$ cat src/rtl/hazard_ctrl_pkg.sv
// hazard_ctrl_pkg -- shared definitions for the pipeline hazard controller.
//   REG_ADDR_W  : register-file address width
//   ZERO_REG    : hard-wired zero register (never a real dependency)
//   haz_state_e : controller state encoding
//   src_hit()   : one ID source operand matching the EX destination
package hazard_ctrl_pkg;

    localparam int REG_ADDR_W = 4;
    localparam logic [REG_ADDR_W-1:0] ZERO_REG = 4'h0;

    typedef enum logic [1:0] {
        RUN       = 2'd0,
        FLUSH     = 2'd1,
        MEM_WAIT  = 2'd2,
        SEND_WAIT = 2'd3
    } haz_state_e;

    // True when a source operand is actually read and names the EX destination.
    function automatic logic src_hit(input logic [REG_ADDR_W-1:0] src_addr,
                                     input logic                  src_used,
                                     input logic [REG_ADDR_W-1:0] dst_addr);
        return src_used & (src_addr == dst_addr);
    endfunction

endpackage

$ cat src/rtl/hazard_ctrl_cmp.sv
// haz_cmp -- load-use comparator.
//   Inputs : ID source addresses/used flags, EX destination, EX write enable and load flag.
//   Output : load_use_o, high when the ID instruction reads the register being loaded in EX.
module haz_cmp
    import hazard_ctrl_pkg::*;
(
    input  logic [REG_ADDR_W-1:0] id_p0_addr_i,
    input  logic [REG_ADDR_W-1:0] id_p1_addr_i,
    input  logic                  id_p0_used_i,
    input  logic                  id_p1_used_i,
    input  logic [REG_ADDR_W-1:0] ex_dst_addr_i,
    input  logic                  ex_we_i,
    input  logic                  ex_mem_re_i,
    output logic                  load_use_o
);

    // Writes to the zero register carry no data, so they never create a hazard.
    assign load_use_o = ex_mem_re_i & ex_we_i & (ex_dst_addr_i != ZERO_REG) &
                        (src_hit(id_p0_addr_i, id_p0_used_i, ex_dst_addr_i) |
                         src_hit(id_p1_addr_i, id_p1_used_i, ex_dst_addr_i));

endmodule

$ cat src/rtl/hazard_ctrl.sv
// hazard_ctrl -- pipeline hazard / stall / flush controller.
//   Inputs : clk, rst_n (async, active low), ID source operands, EX destination/write/load,
//            mispredict, mem_busy, spart_full, ex_send.
//   Outputs: pc_hold, if_id_stall, id_ex_stall, id_ex_flush, ex_mem_stall, ex_kill
//            (combinational from state + inputs, forced low while rst_n=0),
//            stall_cycles (saturating count of pc_hold cycles).
//   Build option: define HAZ_STALL_CNT_EN to include the stall-cycle counter; otherwise
//            stall_cycles is tied to zero.
//   Priority (highest first): mem_busy, send-block, mispredict, load-use.
module hazard_ctrl
    import hazard_ctrl_pkg::*;
(
    input  logic                  clk,
    input  logic                  rst_n,
    input  logic [REG_ADDR_W-1:0] id_p0_addr,
    input  logic [REG_ADDR_W-1:0] id_p1_addr,
    input  logic                  id_p0_used,
    input  logic                  id_p1_used,
    input  logic [REG_ADDR_W-1:0] ex_dst_addr,
    input  logic                  ex_we,
    input  logic                  ex_mem_re,
    input  logic                  mispredict,
    input  logic                  mem_busy,
    input  logic                  spart_full,
    input  logic                  ex_send,
    output logic                  pc_hold,
    output logic                  if_id_stall,
    output logic                  id_ex_stall,
    output logic                  id_ex_flush,
    output logic                  ex_mem_stall,
    output logic                  ex_kill,
    output logic [15:0]           stall_cycles
);

    haz_state_e state_q, state_d;
    logic       pend_flush_q, pend_flush_d;
    logic       load_use_s;
    logic       send_blk_s;
    logic       pc_hold_s, if_id_stall_s, id_ex_stall_s, id_ex_flush_s, ex_mem_stall_s, ex_kill_s;

    haz_cmp u_cmp (
        .id_p0_addr_i  (id_p0_addr),
        .id_p1_addr_i  (id_p1_addr),
        .id_p0_used_i  (id_p0_used),
        .id_p1_used_i  (id_p1_used),
        .ex_dst_addr_i (ex_dst_addr),
        .ex_we_i       (ex_we),
        .ex_mem_re_i   (ex_mem_re),
        .load_use_o    (load_use_s)
    );

    // The send stays in EX while blocked, so spart_full alone keeps SEND_WAIT alive.
    assign send_blk_s = spart_full & (ex_send | (state_q == SEND_WAIT));

    // Next-state, pending-flush and control-output decode.
    always_comb begin
        state_d        = state_q;
        pend_flush_d   = pend_flush_q;
        pc_hold_s      = 1'b0;
        if_id_stall_s  = 1'b0;
        id_ex_stall_s  = 1'b0;
        id_ex_flush_s  = 1'b0;
        ex_mem_stall_s = 1'b0;
        ex_kill_s      = 1'b0;
        if (mem_busy) begin
            pc_hold_s      = 1'b1;
            if_id_stall_s  = 1'b1;
            id_ex_stall_s  = 1'b1;
            ex_mem_stall_s = 1'b1;
            state_d        = MEM_WAIT;
            // A flush interrupted in FLUSH is still owed once the stall ends.
            if (mispredict || (state_q == FLUSH)) begin
                pend_flush_d = 1'b1;
            end else begin
                pend_flush_d = pend_flush_q;
            end
        end else begin
            case (state_q)
                MEM_WAIT, SEND_WAIT: begin
                    if (send_blk_s && (state_q == SEND_WAIT)) begin
                        pc_hold_s     = 1'b1;
                        if_id_stall_s = 1'b1;
                        id_ex_stall_s = 1'b1;
                        ex_kill_s     = 1'b1;
                        if (mispredict) begin
                            pend_flush_d = 1'b1;
                        end else begin
                            pend_flush_d = pend_flush_q;
                        end
                    end else begin
                        // Release cycle: all stalls drop, owed flush runs next.
                        state_d      = pend_flush_q ? FLUSH : RUN;
                        pend_flush_d = 1'b0;
                    end
                end
                FLUSH, RUN: begin
                    if (send_blk_s) begin
                        pc_hold_s     = 1'b1;
                        if_id_stall_s = 1'b1;
                        id_ex_stall_s = 1'b1;
                        ex_kill_s     = 1'b1;
                        state_d       = SEND_WAIT;
                        if (mispredict || (state_q == FLUSH)) begin
                            pend_flush_d = 1'b1;
                        end else begin
                            pend_flush_d = pend_flush_q;
                        end
                    end else if (state_q == FLUSH) begin
                        // Second flush cycle; ID holds wrong-path code so load-use is ignored.
                        id_ex_flush_s = 1'b1;
                        state_d       = RUN;
                    end else if (mispredict) begin
                        id_ex_flush_s = 1'b1;
                        state_d       = FLUSH;
                    end else if (load_use_s) begin
                        pc_hold_s     = 1'b1;
                        if_id_stall_s = 1'b1;
                        id_ex_flush_s = 1'b1;
                    end else begin
                        state_d = RUN;
                    end
                end
                default: begin
                    state_d      = RUN;
                    pend_flush_d = 1'b0;
                end
            endcase
        end
    end

    // State and pending-flush registers.
    always_ff @(posedge clk or negedge rst_n) begin
        if (!rst_n) begin
            state_q      <= RUN;
            pend_flush_q <= 1'b0;
        end else begin
            state_q      <= state_d;
            pend_flush_q <= pend_flush_d;
        end
    end

    // Outputs are forced low while reset is asserted, whatever the inputs do.
    assign pc_hold      = rst_n & pc_hold_s;
    assign if_id_stall  = rst_n & if_id_stall_s;
    assign id_ex_stall  = rst_n & id_ex_stall_s;
    assign id_ex_flush  = rst_n & id_ex_flush_s;
    assign ex_mem_stall = rst_n & ex_mem_stall_s;
    assign ex_kill      = rst_n & ex_kill_s;

`ifdef HAZ_STALL_CNT_EN
    logic [15:0] stall_cnt_q, stall_cnt_d;

    // Saturating increment on every pc_hold cycle.
    always_comb begin
        if (pc_hold_s && (stall_cnt_q != 16'hFFFF)) begin
            stall_cnt_d = stall_cnt_q + 16'd1;
        end else begin
            stall_cnt_d = stall_cnt_q;
        end
    end

    // Stall-cycle counter register.
    always_ff @(posedge clk or negedge rst_n) begin
        if (!rst_n) begin
            stall_cnt_q <= 16'h0000;
        end else begin
            stall_cnt_q <= stall_cnt_d;
        end
    end

    assign stall_cycles = stall_cnt_q;
`else
    assign stall_cycles = 16'h0000;
`endif

endmodule

$ cat config.mk
export PLATFORM = sky130hd
export DESIGN_NAME = hazard_ctrl
export DESIGN_NICKNAME = d
export VERILOG_FILES = /design/src/rtl/hazard_ctrl_pkg.sv /design/src/rtl/hazard_ctrl_cmp.sv /design/src/rtl/hazard_ctrl.sv
export SDC_FILE = /design/constraint.sdc
export NUM_CORES = 1
export LEC_CHECK = 0
export BUFFER_PORTS_ARGS = -buffer_cell sky130_fd_sc_hd__buf_4
export CORE_AREA = 2 2 39 41
export DETAILED_ROUTE_END_ITERATION = 7
export DIE_AREA = 0 0 41 43
export PLACE_DENSITY_LB_ADDON = 0.2
export SLEW_MARGIN = 30
export SYNTH_ARGS = -nofsm -noshare
export SYNTH_HDL_FRONTEND = slang
export SYNTH_HIERARCHICAL = 1
export SYNTH_SLANG_ARGS = --single-unit
$ cat constraint.sdc
create_clock -name clk -period 2.7 [get_ports clk]
set_input_delay 0.135 -clock clk [delete_from_list [all_inputs] [get_ports clk]]
set_output_delay 0.135 -clock clk [all_outputs]
set_load 0.1 [all_outputs]
* Word-level counts from Yosys, hierarchy flattened
Index checks and enable logic that the tools add are counted.
Widths: inputs -> output; s select.
** Storage, ports and cells
- Flip-flop bits (word level) :: 3
- Latch bits :: 0
- Memory bits (writable) :: 0
- Bits in read-only memories :: 0
- Input port bits :: 22
- Output and inout bits :: 22
- Word-level logic and storage cells :: 63
- Memories :: 0
** Cells by class
- Add/subtract/negate cells :: 0
- $mul :: 0
- Div/mod/pow operators :: 0
- Order comparisons :: 0
- Eq/ne operators :: 9
- Shift operators :: 0
- Multiplexer cells :: 31
- Bitwise gates (word level) :: 13
- Reduce and logical (&&, ||, !) cells :: 8
** Operator list (number)
- $mux 1 :: 21
- $mux 2 :: 6
- $and 1x1->1 :: 11
- $eq 4x4->1 :: 2
- $ne 3x3->1 const B :: 2
- $ne 6x6->1 const B :: 1
- $pmux 1 s2 :: 3
- $eq 2x2->1 const B :: 2
- $ne 4x4->1 const B :: 1
- $pmux 2 s2 :: 1
- $reduce_and 2->1 :: 2
- $reduce_bool 4->1 :: 1
- $reduce_or 2->1 :: 2
- $eq 2x1->1 const B :: 1
- $logic_not 2->1 :: 1
- $or 1x1->1 :: 2
- $logic_and 1x1->1 :: 1
- $logic_or 1x1->1 :: 1

* Depth between registers and ports, before layout
Gate-level depths: netlist of run 1.
- Word-level depth :: 11
- Gate-level depth with buffers :: 7
- Mapped depth without buffers :: 6

* Cells and area by module
Netlist of run 1, hierarchy kept.
** By module, submodules not included
- hazard_ctrl :: instances 1, cells an instance 45, area an instance 357.8 um^2, sequential area each 75.1 um^2
- haz_cmp :: instances 1, cells an instance 15, area an instance 107.6 um^2, sequential area each 0.0 um^2

* Least setup slack after synthesis of run 1
OpenSTA, ideal clock, no wires.
- Path type :: input to output
- From :: input port id_p0_addr[0]
- To :: output port pc_hold
- Data arrival time :: 3130 ps
- Data required time :: 2565 ps
- Setup slack :: -565 ps
- Stages :: 7
- Buffers on the path :: 1
- Cells stage by stage :: xor2_1 nor3_1 nand3_1 a21oi_1 or4b_1 a21boi_1 buf_4
** On the way
- Cells in the longest elaborated chain, start to end :: 11
** RTL lines
- start, declared :: line hazard_ctrl.sv:15 : input logic [REG_ADDR_W-1:0] id_p0_addr,
- $eq 4x4->1 :: line hazard_ctrl_pkg.sv:22 : return src_used & (src_addr == dst_addr);
- $and 1x1->1 :: line hazard_ctrl_pkg.sv:22
- $or 1x1->1 :: line hazard_ctrl_cmp.sv:19 : (src_hit(id_p0_addr_i, id_p0_used_i, ex_dst_addr_i) |
- $and 1x1->1 :: line hazard_ctrl_cmp.sv:18 : assign load_use_o = ex_mem_re_i & ex_we_i & (ex_dst_addr_i != ZERO_REG) &
- via load_use_s :: line hazard_ctrl.sv:37 : logic load_use_s;
- $mux 1 (4 in series)
- $pmux 1 s2
- $mux 1
- $and 1x1->1
- end, declared :: line hazard_ctrl.sv:26 : output logic pc_hold,
The timed path passes the listed nets, and every way through them passes these cells.

* Worst setup path after layout of run 1
- From :: input port id_p0_addr[0]
- To :: output port if_id_stall
** On the way
- Cells in the longest elaborated chain, start to end :: 11
** RTL lines
- $eq 4x4->1 :: line hazard_ctrl_pkg.sv:22
- $and 1x1->1 :: line hazard_ctrl_pkg.sv:22
- $or 1x1->1 :: line hazard_ctrl_cmp.sv:19
- $and 1x1->1 :: line hazard_ctrl_cmp.sv:18
- via load_use_s :: line hazard_ctrl.sv:37
- $mux 1 :: line hazard_ctrl.sv:115 : end else if (load_use_s) begin
- $mux 1 :: line hazard_ctrl.sv:112 : end else if (mispredict) begin
- $mux 1 :: line hazard_ctrl.sv:108 : end else if (state_q == FLUSH) begin
- $mux 1 :: line hazard_ctrl.sv:97 : if (send_blk_s) begin
- $pmux 1 s2 :: line hazard_ctrl.sv:78 : case (state_q)
- $mux 1 :: line hazard_ctrl.sv:65 : if (mem_busy) begin
- $and 1x1->1 :: line hazard_ctrl.sv:144 : assign if_id_stall = rst_n & if_id_stall_s;
- end, declared :: line hazard_ctrl.sv:27 : output logic if_id_stall,
The timed path passes the listed nets, and every way through them passes these cells.

==> results of run 1 <==
[flip-flops by register name, indices dropped and copies added, names as in the netlist]
register / cells
pend_flush_q: 1
state_q: 2
[worst max-delay path, delay by kind of cell]
| family | cells | cell delay (ps) |
|---|---|---|
| xor+xnor | 1 | 150 |
| buf+inv | 2 | 410 |
| simple gates | 3 | 800 |
| compound gates | 2 | 360 |
[repair_timing]
item                                   CTS  global route
buffers inserted                         0             0
endpoints found under the hold margin    3             0
hold buffers                             1             0
[routing by layer]
layer,vias to the layer above,global-route usage,share of wire
met4,0,0.06000,0
met3,0,0.03141,0.081
li1,232,-,-
met2,23,0.2188,0.55
met1,213,0.1355,0.37
met5,-,0,0
[synth_stat cells (2+ instances only)]
cell type	number
dfrtp_1	3
xnor2_1	2
inv_1	3
mux2_2	2
buf_4	17
nor3_1	5
nand3_1	3
nand2_1	2
xor2_1	6
a21oi_1	4
[power by group through the flow]
stage,Clock (mW),Sequential (mW),Combinational (mW)
global placement,0,0.0584,0.208
finish,0.0789,0.0583,0.210
floorplan,0,0.0567,0.186
detailed placement,0,0.0585,0.209
global route,0.0894,0.0592,0.219
CTS,0.0843,0.0578,0.210
[area by class of cell]
cell class,instances,area (um2)
timing repair buffer,28,212.7
inverter,3,11.26
sequential,3,75.07
tap,16,20.02
multi-input combinational,52,316.6
fill,149,721.9
clock buffer,4,26.28
[logic make-up (layout without fill, tap and decap cells)]
kind of cell | Yosys count | in the layout
flops | 3 | 3
simple gates | 17 | 17
mux | 2 | 2
buf+inv | 20 | 35
other cells | 1 | 16
xor+xnor | 8 | 8
compound gates | 9 | 9
[cells in the final DEF, fill, tap and decap left out, drive strengths merged, types with 2 or more instances in the layout]
| cell type | instances |
|---|---|
| a21oi | 4 |
| buf | 27 |
| clkbuf | 4 |
| conb | 16 |
| dfrtp | 3 |
| inv | 3 |
| mux2 | 2 |
| nand2 | 2 |
| nand3 | 3 |
| nor3 | 5 |
| xnor2 | 2 |
| xor2 | 6 |
[per-stage QoR]
stage / hold slack (ps) / util
finish: 117.2 / 0.4783
CTS: 107.0 / 0.4783
global route: 116.0 / 0.4783
global placement: -59.95 / 0.4521
detailed placement: -57.34 / 0.4521
floorplan: -160.6 / -
[worst paths after layout]
check | slack (ps) | cells past startpoint | to | start
worst max-delay path | 720 | 8 | if_id_stall | id_p0_addr[0]
worst min-delay path | 120 | 2 | state_q[0]$_DFFE_PN0P_ | mem_busy
worst max register to register | 1410 | 3 | state_q[1]$_DFFE_PN0P_ | state_q[1]$_DFFE_PN0P_
worst min register to register | 560 | 1 | pend_flush_q$_DFFE_PN0P_ | pend_flush_q$_DFFE_PN0P_
max in group asynchronous | 2340 | 2 | state_q[0]$_DFFE_PN0P_ | rst_n
min in group asynchronous | 240 | 2 | state_q[1]$_DFFE_PN0P_ | rst_n
==> metrics.md, run 1 <==
| Metric | Value |
|---|---|
| Worst-case clock buffer depth | `2` |
| Worst-Skew Late Latency | `230 ps` |
| Max-slew violations | `0` |
| Initial cell density of the core | `0.3363` |
| CTS Sinks | `3` |
| Largest family of logic cells by synthesized area | `buffers and inverters` |
| Worst vdd ir | `0.2484 mV` |
| Placed inst area | `625.6 um2` |
| Via/cell ratio | `4.415` |
| Via count | `468` |
| Syn. warnings | `6` |
| Clk pin slew, worst setup/hold paths | `30 ps` |
| Share of the synthesized area in the top cell type | `0.2742` |
| Timing-limited maximum frequency | `505.1 MHz` |
| Post-DRT Antenna Nets | `0` |
| Pin count of the biggest net entering global routing | `8` |
| 1st-pass router iterations | `2` |
| Tot Pwr | `0.3472 mW` |
| Synth Area in Compound Gates | `0.1263` |
| Internal power | `0.1529 mW` |
| Simple-gate share of the synthesized area | `0.2070` |
| Register area share after synthesis | `0.1613` |
| Top post-synthesis cells by area | `buf_4, dfrtp_1, xor2_1` |
| Crit-path most repeated cell | `buf_4` |
| Cell area power density | `524.6 nW/um2` |
| Status | `complete, no violations` |
| Detailed Place HPWL | `868.7 um` |
| Avg WL per Cell | `9.377 um` |
| Final instance area | `661.9 um2` |
| Finished Layout Cells | `106` |
| Worst min-delay path class | `in -> reg` |
| Global-route wire length before repair | `1.531 mm` |
| Worst Setup End Kind | `output port` |
| Layout area overhead | `42.20%` |
| Max_cap viols | `0` |
| Gr ovfl total | `0` |
| Critical Path Start Type | `primary input` |
| Xor and xnor area share after synthesis | `0.1505` |
| I/O pins | `44` |
| Placed cell count | `101` |
| Clock power frac | `0.227` |
| Post-synth cell types | `23` |
| DRC | `0` |
| Cell Chain, Critical Path | `buf_4, xor2_1, nor3_1, nand3_1, a21oi_1, or4b_1, a21boi_2, buf_4` |
| Power share of the sequential group | `0.168` |
| Critical Path AT | `1840 ps` |
| Initial antenna violation count | `0` |
| Post-synth EDFFs | `0` |
| DIE AREA | `1763 um2` |
| Mapped Area | `465.4 um2` |
| Proportion of layout cells with a drive suffix above 1 | `0.3889` |
| Crit path largest cell delay | `490 ps` |
| Num CTS Buffers | `3` |
| Hold Vio Cnt, Final | `0` |
| Net Switching | `0.1943 mW` |
| RSZ-0062 raised after global routing | `no` |
| Crit share post-route | `0.7333` |
| Ant diodes | `0` |
| FP Rows | `14` |
| Vert. Die Dim | `43 um` |
| Lkg Pwr | `0.3292 nW` |
| Yosys top cell by area | `buf_4` |
| Pre-CTS WS | `703.7 ps` |
| H-tree depth | `1` |
| Placer Congestion | `0.7011` |
| Switching Fraction | `0.5596` |
| Async S/R FF share, synth | `1.000` |
| Syn Area/Cell | `7.757 um2` |
| TritonCTS clock tree | `yes` |
| Port Buffers | `27` |
| Top FF cell, synth | `dfrtp_1` |
| 1st-iter DRT viols | `2` |
| CTS Root Cell | `clkbuf_4` |
| Worst Path Required | `2570 ps` |
| CTS resizes | `0` |
| Final Critical Period | `1980 ps` |
| Post-synthesis adder-cell area fraction | `0` |
| GRT Total Usage | `0.1276` |
| Final WL | `994 um` |
| Mux cell area share after synthesis | `0.04839` |
| Synth Register Bits | `3` |
| Final setup violation count | `0` |
| Setup CP Type | `in -> out` |
| TNS Setup | `0 ps` |
| Logic pwr share | `0.605` |
| Core Box Area | `1384 um2` |
| Die width | `41 um` |
| Crit Path Max Fanout | `2` |
| Vias in the first global route | `400` |
| Slowest cell on the critical path | `or4b_1` |
| Layout Skew | `7.048 ps` |
| Fin nets | `113` |
| Worst Setup Slack, final | `720.0 ps` |
| Cell count after synthesis | `60` |
Note: power is estimated with default switching activity, not from simulation.
==> inputs of run 2 (changes only) <==
--- a/config.mk
+++ b/config.mk
@@ -5,10 +5,11 @@
 export SDC_FILE = /design/constraint.sdc
 export NUM_CORES = 1
 export LEC_CHECK = 0
+export ABC_AREA = 1
 export BUFFER_PORTS_ARGS = -buffer_cell sky130_fd_sc_hd__buf_4
-export CORE_AREA = 2 2 39 41
+export CORE_MARGIN = 1
+export CORE_UTILIZATION = 38
 export DETAILED_ROUTE_END_ITERATION = 7
-export DIE_AREA = 0 0 41 43
 export PLACE_DENSITY_LB_ADDON = 0.2
 export SLEW_MARGIN = 30
 export SYNTH_ARGS = -nofsm -noshare
==> constraint.sdc (replaced) <==
create_clock -name clk -period 2 [get_ports clk]
set_input_delay 0.1 -clock clk [delete_from_list [all_inputs] [get_ports clk]]
set_output_delay 0.1 -clock clk [all_outputs]
set_load 0.1 [all_outputs]
==> metrics.md, run 2 <==
| Metric | Value |
|---|---|
| H-tree depth | `1` |
| Worst Setup Slack, final | `469.8 ps` |
| Lkg Pwr | `0.4659 nW` |
| Largest regs | `state_q (2), pend_flush_q (1)` |
| Delay-heaviest family, CP | `buffers and inverters` |
| Commonest non-fill, non-tap cell in the layout | `nand2_1` |
| Share of the synthesized area in the top cell type | `0.2237` |
| Post-DRT Antenna Nets | `0` |
| GR Layer Usage met1 | `0.2343` |
| Top post-synthesis cells by area | `buf_4, nand2_1, dfrtp_1` |
| DRC | `0` |
| Most common cell in the netlist | `nand2_1` |
| Pin count of the biggest net entering global routing | `8` |
| FF-to-FF Start | `state_q[1]$_DFFE_PN0P_` |
| Filler Cells Inserted | `146` |
| Top FF cell, synth | `dfrtp_1` |
| Global route hottest layer | `met2` |
| # Post-CTS Setup Buffers | `0` |
| Largest Register | `state_q` |
| Critical Path AT | `1430 ps` |
| Max-slew violations | `0` |
| Pre-CTS WS | `542.6 ps` |
| Hold depth | `3` |
| Worst min-delay path class | `in -> reg` |
| Port Buffers | `27` |
| Max reg flops | `2` |
| Layout Skew | `0.1899 ps` |
| Status | `complete, no violations` |
| Fin nets | `155` |
| Final setup violation count | `0` |
| Via/cell ratio | `4.293` |
| Vias in the first global route | `485` |
| Detailed Place HPWL | `1.072 mm` |
| Register area share after synthesis | `0.1316` |
| Routing usage on met2 | `0.2817` |
| Avg WL per Cell | `8.150 um` |
| Hold Vio Cnt, Final | `0` |
| Layout area overhead | `34.87%` |
| Syn. warnings | `6` |
| Most frequent cells in the layout | `nand2_1, buf_4, conb_1` |
| TNS Setup | `0 ps` |
| Max_cap viols | `0` |
| Global-route wire length before repair | `1.904 mm` |
| DIE AREA | `1661 um2` |
| Worst-case reg-to-reg path depth | `5` |
| Area of the multi-input gates | `380.4 um2` |
| Synth cell count leaders | `nand2_1, buf_4, nor2_1` |
| Crit share post-route | `0.7651` |
| Core Box Area | `1350 um2` |
| RSZ-0062 raised after global routing | `no` |
| R2r setup slk | `960 ps` |
| Post-synth EDFFs | `0` |
| Sequential cell area | `75.07 um2` |
| Critical Path Start Type | `primary input` |
| Crit path largest cell delay | `530 ps` |
| Gr ovfl total | `0` |
| Initial antenna violation count | `0` |
| Final Critical Period | `1530 ps` |
| Hold EP | `state_q[1]$_DFFE_PN0P_` |
| Cell Chain, Critical Path | `dlygate4sd3_1, buf_4, nand2_1, a211oi_4, buf_4` |
| Proportion of layout cells with a drive suffix above 1 | `0.3106` |
| Async S/R FF share, synth | `1.000` |
| Post-synth cell types | `19` |
| Worst Setup End Kind | `output port` |
| Vert. Die Dim | `40.75 um` |
| Capturing point of the worst reg2reg path | `state_q[0]$_DFFE_PN0P_` |
| Mapped Area | `570.5 um2` |
| TritonCTS clock tree | `yes` |
| Cell area power density | `645.0 nW/um2` |
| Synth Register Bits | `3` |
| Cell count after synthesis | `102` |
| Clk pin slew, worst setup/hold paths | `40 ps` |
| Via count | `631` |
| Die width | `40.75 um` |
| Initial cell density of the core | `0.4226` |
| Ant diodes | `0` |
| GRT Total Usage | `0.1676` |
| I/O pins | `44` |
| Placer Congestion | `0.8247` |
| Yosys top cell by area | `buf_4` |
| FP Rows | `13` |
| Worst-Skew Late Latency | `230 ps` |
| CTS Sinks | `3` |
| Setup CP Type | `in -> out` |
| Worst-case clock buffer depth | `2` |
| Worst vdd ir | `0.3725 mV` |
| 1st-iter DRT viols | `12` |
| Final WL | `1.198 mm` |
| Crit Path Max Fanout | `7` |
| Buf/Inv on CP | `3` |
| Crit-path most repeated cell | `buf_4` |
| 1st-pass router iterations | `2` |
| Hold_sp | `mem_busy` |
| Syn Area/Cell | `5.594 um2` |
| Slowest cell on the critical path | `dlygate4sd3_1` |
| Timing-limited maximum frequency | `653.5 MHz` |
| Worst Path Required | `1900 ps` |
| Num CTS Buffers | `3` |
| CTS Root Cell | `clkbuf_4` |
| Global-route met3 utilization | `0.01630` |
run 2: changes by cell type after synthesis, moves of 4 or more:
cell,delta
inv_1,+8
inv_2,+4
nand2_1,+28
nand3_1,+4
nor2_1,+13
nor3_1,-5
xor2_1,-6
run 2: worst register-to-register path, delay by kind of cell (launching register included):
kind,cells,cell delay [ps]
simple gates,4,390
compound gates,1,150
flops,1,420
run 2: final cells by class:
type	instances	share of cell area
clock buffer	4	0.03415
timing repair buffer	28	0.2764
tap	15	0.02439
sequential	3	0.09756
multi-input combinational	82	0.4943
inverter	15	0.07317
run 2: what timing repair did:
action                                 CTS  global route
hold buffers                             1             0
setup endpoints to repair                0             0
endpoints found under the hold margin    3             0
gates resized for setup                  0             0
run 2: logic make-up after synthesis:
family	Yosys count	share of synthesized area
other	1	0.006573
buffers and inverters	32	0.3224
AND/OR/NAND/NOR	57	0.4255
AO/OA/AOI/OAI	7	0.08334
flip-flops	3	0.1316
XOR/XNOR	2	0.03071
run 2: worst max-delay path by stage:
stage                       end                    from  slack, ps  depth (start not counted)
floorplan               ex_kill  state_q[1]$_DFFE_PN0P_          8                          4
global placement    id_ex_flush          ex_dst_addr[1]        550                         10
detailed placement  id_ex_flush          ex_dst_addr[1]        540                         10
CTS                 id_ex_flush                   rst_n        460                          5
global route            pc_hold  state_q[1]$_DFFE_PN0P_        380                          7
finish              id_ex_flush                   rst_n        470                          5
run 2: power by group:
part | total (mW) | internal [mW] | leakage [nW] | switching [mW]
Clock | 0.104 | 0.0746 | 0.0150 | 0.0292
Combinational | 0.313 | 0.0662 | 0.415 | 0.247
Sequential | 0.0796 | 0.0699 | 0.0355 | 0.00969
Total | 0.496 | 0.211 | 0.466 | 0.286
run 2: per-layer routing:
metal	up-vias	wire length, um
met1	268	594
met4	0	0
met3	0	45
met5	-	0
li1	339	-
met2	24	558
run 2: metrics by stage:
| step | std cells | total power [mW] | util | instance area (um2) | hold WS [ps] |
|---|---|---|---|---|---|
| 2_1_floorplan | 117 | 0.3534 | - | 639.4 | -195.6 |
| 3_5_place_dp | 142 | 0.3915 | 0.5431 | 733.2 | -90.21 |
| 3_3_place_gp | 142 | 0.3889 | 0.5431 | 733.2 | -89.90 |
| 6_report | 147 | 0.4963 | 0.5700 | 769.5 | 197.3 |
| 5_1_grt | 147 | 0.5274 | 0.5700 | 769.5 | 212.2 |
| 4_1_cts | 147 | 0.4997 | 0.5700 | 769.5 | 183.5 |
